==> config.mk <==
export PLATFORM = sky130hd
export DESIGN_NAME = imem_loader
export DESIGN_NICKNAME = d
export VERILOG_FILES = /design/src/rtl/imem_loader_pkg.sv /design/src/rtl/imem_loader_byte_packer.sv /design/src/rtl/imem_loader.sv
export SDC_FILE = /design/constraint.sdc
export NUM_CORES = 1
export LEC_CHECK = 0
export ABC_CLOCK_PERIOD_IN_PS = 3460
export BUFFER_PORTS_ARGS = -buffer_cell sky130_fd_sc_hd__buf_2
export CAP_MARGIN = 10
export CORE_ASPECT_RATIO = 2
export CORE_UTILIZATION = 56
export CTS_BUF_LIST = sky130_fd_sc_hd__clkbuf_16
export CTS_CLUSTER_SIZE = 8
export DETAILED_ROUTE_END_ITERATION = 10
export PLACE_DENSITY = 0.82
export SKIP_LAST_GASP = 1
export SLEW_MARGIN = 20
export SYNTH_ARGS = -nofsm -noshare
export SYNTH_HDL_FRONTEND = slang
export SYNTH_SLANG_ARGS = --single-unit
==> constraint.sdc <==
create_clock -name clk_i -period 3.46 [get_ports clk_i]
set_input_delay 0 -clock clk_i [delete_from_list [all_inputs] [get_ports clk_i]]
set_output_delay 0 -clock clk_i [all_outputs]
set_load 0.05 [all_outputs]
==> src/rtl/imem_loader_pkg.sv <==
// Shared types and constants for the boot-time instruction-memory loader.
package imem_loader_pkg;

    localparam int unsigned COLUMN     = 16384;
    localparam int unsigned WORD_BYTES = 4;
    localparam int unsigned RANGE_W    = 34;

    typedef enum logic [2:0] {
        ST_IDLE  = 3'd0,
        ST_RECV  = 3'd1,
        ST_WRITE = 3'd2,
        ST_CSUM  = 3'd3,
        ST_DONE  = 3'd4
    } loader_state_e;

    // Image must start word-aligned and end at or below COLUMN; 34 bits so the end never wraps.
    function automatic logic range_ok(input logic [31:0] base, input logic [15:0] cnt);
        logic [RANGE_W-1:0] end_addr;
        end_addr = {2'b00, base} + {16'b0, cnt, 2'b00};
        return (base[1:0] == 2'b00) && (end_addr <= RANGE_W'(COLUMN));
    endfunction

endpackage

==> src/rtl/imem_loader_byte_packer.sv <==
// Packs accepted stream bytes into a little-endian 32-bit word; byte0 lands in lane 0.
module byte_packer
    import imem_loader_pkg::*;
(
    input  logic        clk_i,
    input  logic        rst_i,
    input  logic        clear_i,
    input  logic        byte_fire_i,
    input  logic [7:0]  byte_data_i,
    output logic        word_ready_o,
    output logic [31:0] word_o
);

    logic [1:0]                  lane_q, lane_d;
    logic [WORD_BYTES-1:0][7:0]  lanes_q, lanes_d;

    always_comb begin
        lane_d  = lane_q;
        lanes_d = lanes_q;
        if (clear_i) begin
            lane_d = 2'd0;
        end else if (byte_fire_i) begin
            lanes_d[lane_q] = byte_data_i;
            lane_d          = lane_q + 2'd1;
        end
    end

    // Pulses in the cycle the 4th byte is taken; the full word is in word_o one cycle later.
    assign word_ready_o = byte_fire_i && !clear_i && (lane_q == 2'(WORD_BYTES - 1));
    assign word_o       = lanes_q;

    always_ff @(posedge clk_i) begin
        if (rst_i) begin
            lane_q  <= 2'd0;
            lanes_q <= '0;
        end else begin
            lane_q  <= lane_d;
            lanes_q <= lanes_d;
        end
    end

endmodule

==> src/rtl/imem_loader.sv <==
// Boot loader: streams bytes into instruction memory and holds the CPU in reset until done.
// Optional checksum byte after the image is enabled by defining IMEM_LOADER_CHECKSUM_EN.
module imem_loader
    import imem_loader_pkg::*;
(
    input  logic        clk_i,
    input  logic        rst_i,
    input  logic        start_i,
    input  logic [31:0] base_addr_i,
    input  logic [15:0] word_cnt_i,
    input  logic        byte_valid_i,
    input  logic [7:0]  byte_data_i,
    output logic        byte_ready_o,
    output logic        mem_wren_o,
    output logic [31:0] mem_addr_o,
    output logic [31:0] mem_wdata_o,
    output logic        busy_o,
    output logic        done_o,
    output logic        err_o,
    output logic        cpu_rst_o
);

    loader_state_e state_q, state_d;
    logic [31:0]   addr_q, addr_d;
    logic [15:0]   cnt_q, cnt_d;
    logic [15:0]   word_idx_q, word_idx_d;
    logic          ready_q, ready_d;
    logic          wren_q, wren_d;
    logic          busy_q, busy_d;
    logic          done_q, done_d;
    logic          err_q, err_d;
    logic          cpu_rst_q, cpu_rst_d;
`ifdef IMEM_LOADER_CHECKSUM_EN
    logic [7:0]    sum_q, sum_d;
`endif

    logic          start_accept;
    logic          byte_fire;
    logic          pack_fire;
    logic          word_ready;
    logic          last_word;
    logic [31:0]   packed_word;

    // A byte moves only when valid meets our registered ready.
    assign start_accept = (state_q == ST_IDLE) && start_i;
    assign byte_fire    = byte_valid_i && ready_q;
    assign pack_fire    = byte_fire && (state_q == ST_RECV);
    assign last_word    = (word_idx_q + 16'd1) == cnt_q;

    byte_packer u_packer (
        .clk_i        (clk_i),
        .rst_i        (rst_i),
        .clear_i      (start_accept),
        .byte_fire_i  (pack_fire),
        .byte_data_i  (byte_data_i),
        .word_ready_o (word_ready),
        .word_o       (packed_word)
    );

    always_comb begin
        state_d    = state_q;
        addr_d     = addr_q;
        cnt_d      = cnt_q;
        word_idx_d = word_idx_q;
        ready_d    = ready_q;
        wren_d     = 1'b0;
        busy_d     = busy_q;
        done_d     = done_q;
        err_d      = err_q;
        cpu_rst_d  = cpu_rst_q;
`ifdef IMEM_LOADER_CHECKSUM_EN
        sum_d      = sum_q;
`endif
        case (state_q)
            ST_IDLE: begin
                if (start_i) begin
                    addr_d     = base_addr_i;
                    cnt_d      = word_cnt_i;
                    word_idx_d = 16'd0;
                    busy_d     = 1'b1;
                    done_d     = 1'b0;
                    err_d      = 1'b0;
                    // A fresh image is about to overwrite memory, so the CPU goes back into reset.
                    cpu_rst_d  = 1'b1;
`ifdef IMEM_LOADER_CHECKSUM_EN
                    sum_d      = 8'd0;
`endif
                    if (!range_ok(base_addr_i, word_cnt_i)) begin
                        err_d   = 1'b1;
                        state_d = ST_DONE;
                    end else if (word_cnt_i == 16'd0) begin
`ifdef IMEM_LOADER_CHECKSUM_EN
                        state_d = ST_CSUM;
                        ready_d = 1'b1;
`else
                        state_d = ST_DONE;
`endif
                    end else begin
                        state_d = ST_RECV;
                        ready_d = 1'b1;
                    end
                end
            end
            ST_RECV: begin
`ifdef IMEM_LOADER_CHECKSUM_EN
                if (pack_fire) begin
                    sum_d = sum_q + byte_data_i;
                end
`endif
                if (word_ready) begin
                    ready_d = 1'b0;
                    wren_d  = 1'b1;
                    state_d = ST_WRITE;
                end
            end
            ST_WRITE: begin
                addr_d     = addr_q + 32'(WORD_BYTES);
                word_idx_d = word_idx_q + 16'd1;
                if (last_word) begin
`ifdef IMEM_LOADER_CHECKSUM_EN
                    state_d   = ST_CSUM;
                    ready_d   = 1'b1;
`else
                    state_d   = ST_DONE;
                    busy_d    = 1'b0;
                    done_d    = 1'b1;
                    cpu_rst_d = err_q;
`endif
                end else begin
                    state_d = ST_RECV;
                    ready_d = 1'b1;
                end
            end
`ifdef IMEM_LOADER_CHECKSUM_EN
            ST_CSUM: begin
                if (byte_fire) begin
                    ready_d   = 1'b0;
                    state_d   = ST_DONE;
                    busy_d    = 1'b0;
                    done_d    = 1'b1;
                    err_d     = (byte_data_i != sum_q);
                    cpu_rst_d = (byte_data_i != sum_q);
                end
            end
`endif
            ST_DONE: begin
                // Reached directly from IDLE on error/empty image, so the result is published here too.
                busy_d    = 1'b0;
                done_d    = 1'b1;
                cpu_rst_d = err_q;
                state_d   = ST_IDLE;
            end
            default: begin
                state_d = ST_IDLE;
                ready_d = 1'b0;
            end
        endcase
    end

    always_ff @(posedge clk_i) begin
        if (rst_i) begin
            state_q    <= ST_IDLE;
            addr_q     <= 32'd0;
            cnt_q      <= 16'd0;
            word_idx_q <= 16'd0;
            ready_q    <= 1'b0;
            wren_q     <= 1'b0;
            busy_q     <= 1'b0;
            done_q     <= 1'b0;
            err_q      <= 1'b0;
            cpu_rst_q  <= 1'b1;
`ifdef IMEM_LOADER_CHECKSUM_EN
            sum_q      <= 8'd0;
`endif
        end else begin
            state_q    <= state_d;
            addr_q     <= addr_d;
            cnt_q      <= cnt_d;
            word_idx_q <= word_idx_d;
            ready_q    <= ready_d;
            wren_q     <= wren_d;
            busy_q     <= busy_d;
            done_q     <= done_d;
            err_q      <= err_d;
            cpu_rst_q  <= cpu_rst_d;
`ifdef IMEM_LOADER_CHECKSUM_EN
            sum_q      <= sum_d;
`endif
        end
    end

    assign byte_ready_o = ready_q;
    assign mem_wren_o   = wren_q;
    assign mem_addr_o   = addr_q;
    assign mem_wdata_o  = packed_word;
    assign busy_o       = busy_q;
    assign done_o       = done_q;
    assign err_o        = err_q;
    assign cpu_rst_o    = cpu_rst_q;

endmodule

==> reports/results.ini <==
[route]
wire_per_inst_um=19.0
wl_um=22300
post-route-drc-count=0
num_vias=7378
drt_iter0_drc=518
drt_first_pass_iters=6
drt-vias-per-instance=6.30
drt.antenna.violating_nets=0

[cells_and_area]
drive_gt1_share_pct=19.3
nets=1107
fillers=919
multi_input_area_um2=4090
antenna_cells=0
syn_to_final_growth_pct=24.5
seq_area_um2=2140
fin_util_pct=71.2
final_cells=1171

[worst_setup_path]
rr_worst_depth=10
critPathLaunch=word_cnt_i[5]
r2r-start=mem_addr_o[5]
critPathKind=in2reg
crit_required_ps=3720
r2r_end=mem_addr_o[26]
cp.arrival_ps=3640
crit_end=state_q[0]
timing.reg2reg.setup_slack_ps=540
start_kind=primary input
end_kind=flop
cp_max_fo=8

[synth]
netlist_area_um2=6420
synth_flop_cell=dfxtp_1
synthArstFlopShare_pct=0
yosys_warnings=0
synth_common_cells=148 x nand2_1, 116 x a21oi_1, 107 x dfxtp_1
synth_most_common_cell=nand2_1
synth-edff-count=0
synth_top_cell_by_area=dfxtp_1
syn_nets=958
synth_top_area_share_pct=33.4
ys_types=60
synth.top_cells.by_area=dfxtp_1 33%, a21oi_1 9.0%, nand2_1 8.7%, nor2_1 4.8%, ha_1 4.3%
ys_seq_area_share_pct=33.4
avgSynthCellArea_um2=7.33
ys_ff_latch=107
synth_cells=875

[place]
globalplace.congestion=0.981
dp_cells=1112
hpwl_um=16300
preCtsSetupSlack_ps=-85.3
portBuffers=129

[sta]
slew_headroom_pct=46.5
worst_slack_ps=78.7
fmax_ghz=0.296
final_max_slew_viol_count=0
finalClockSkew_ps=9.51
setup_viol=0
tightestPinTransition_ps=803
period_needed_ps=3380
hold_viol=0
finalCritPeriodShare_pct=97.7

[power]
p_per_area_nw_per_um2=382
p_leak_nw=3.19
p_total_mw=3.05
peakVddDrop_uv=387

[min_path]
hold-path-cell-count=3
hp-class=in2reg

[clocking]
cts_sinks=107
cts_buffers=9
clockBufferDepth=2
cts-root-buf=clkbuf_16
clkTransAtPathRegs_ps=80
clock_latency_ps=360
htree_levels=3
cts_tree=built

[grt]
antenna_found_initial=0
grt_pass1_vias=7305
grt_pass1_wl_um=35000
grt-ovfl-total=0
grt_max_degree=79
track_usage_pct=37.9

[floorplanning]
die_area_um2=11900
start_util_pct=57.2
io_pins=130
die_w_um=77.7
die_h_um=153
coreArea_um2=11200
core.rowCount=55

[run_status]
outcome=finished, final reports clean

[run]
maxCapViolations=0

how the worst min path moves through the flow:
| stage | endpoint | slack (ps) | from |
|---|---|---|---|
| 4_1_cts | cnt_q[7] | 2 | word_cnt_i[7] |
| 5_1_grt | cnt_q[7] | 30 | word_cnt_i[7] |
| 3_3_place_gp | cnt_q[10] | 270 | word_cnt_i[10] |
| 2_1_floorplan | mem_wren_o | 120 | start_i |
| 6_report | cnt_q[7] | 5 | word_cnt_i[7] |
| 3_5_place_dp | u_packer.word_o[31] | 280 | byte_data_i[7] |
metal layers:
metal	track usage, %	vias to the layer above	wire length [µm]
met2	68.4	358	11400
met3	7.70	131	1310
met5	0	-	0
li1	-	3466	-
met4	35.0	0	2230
met1	34.2	3423	7330
flip-flops by register name (all words and copies together) (netlist names):
| name | flops |
|---|---|
| u_packer.lane_q | 2 |
| mem_addr_o | 32 |
| word_idx_q | 16 |
| cnt_q | 16 |
| u_packer.word_o | 32 |
| state_q | 3 |
| mem_wren_o | 1 |
| byte_ready_o | 1 |
| busy_o | 1 |
| done_o | 1 |
| cpu_rst_o | 1 |
| err_o | 1 |
cells by family (layout without fill, tap and decap cells):
logic type,after synthesis,after routing,share of synthesized area (%)
and+or+nand+nor,390,390,28.3
adders and majority gates,23,23,4.60
AOI/OAI and AO/OA,245,245,23.7
DFF,107,107,33.4
buffers and inverters,66,220,3.94
muxes,5,5,0.819
xor gates and xnor gates,39,39,5.32
final cells by class:
type,count,share of cell area [%]
well taps,142,2.22
multi-input cells,702,51.2
flip-flops and latches,107,26.8
repair buffers,193,15.4
inverters,11,0.517
clock inverters,7,1.05
clock buffers,9,2.82
report_power, final:
group | leakage, nW | total [mW] | switching (mW) | internal (mW)
clock | 0.149 | 1.07 | 0.499 | 0.575
combinational | 2.17 | 0.653 | 0.419 | 0.234
sequential | 0.872 | 1.33 | 0.0531 | 1.27
worst max-delay path, stage by stage:
cell           delay [ps]
dlygate4sd3_1         540
buf_2                 140
ha_2                  310
a21oi_1               250
o211ai_1              150
xnor2_1               190
o21ai_2                80
or4b_1                570
a2111oi_4             230
o2111ai_2             220
or4_4                 590
a2111oi_2             350
metrics by stage:
step           hold WS (ps)  TNS, ps  instance area, µm²
2_1_floorplan           116        0                6420
3_3_place_gp            272     -100                7200
3_5_place_dp            280    -85.3                7200
4_1_cts                1.93        0                7920
5_1_grt                34.8    -60.7                7990
6_report               4.73        0                7990
timing repair:
action                                  in CTS  in global routing
endpoints found under the setup margin       0                  3
buffers inserted                             0                  2
gates resized for setup                      0                 14
hold buffers                                41                  0
endpoints found under the hold margin       66                  0
cell usage in the layout, fill, tap and decap left out, drive strengths merged, types with 4 or more instances in the layout:
| cell | n |
|---|---|
| buf | 152 |
| nand2 | 148 |
| a21oi | 118 |
| dfxtp | 107 |
| nor2 | 82 |
| nand3 | 53 |
| dlygate4sd3 | 41 |
| o21ai | 37 |
| xnor2 | 22 |
| nor3 | 22 |
| ha | 22 |
| and3 | 18 |
| nand4 | 18 |
| xor2 | 17 |
| nor4 | 15 |
| inv | 14 |
| a2111oi | 13 |
| a211oi | 12 |
| a31oi | 11 |
| a311oi | 10 |
| a21o | 9 |
| clkbuf | 9 |
| a22oi | 6 |
| o211ai | 6 |
| and4 | 5 |
| or3 | 5 |
| and2 | 4 |
| or2 | 4 |
| o21bai | 4 |
| a211o | 4 |
| nand2b | 4 |
Power figures use the tool's default switching activity.
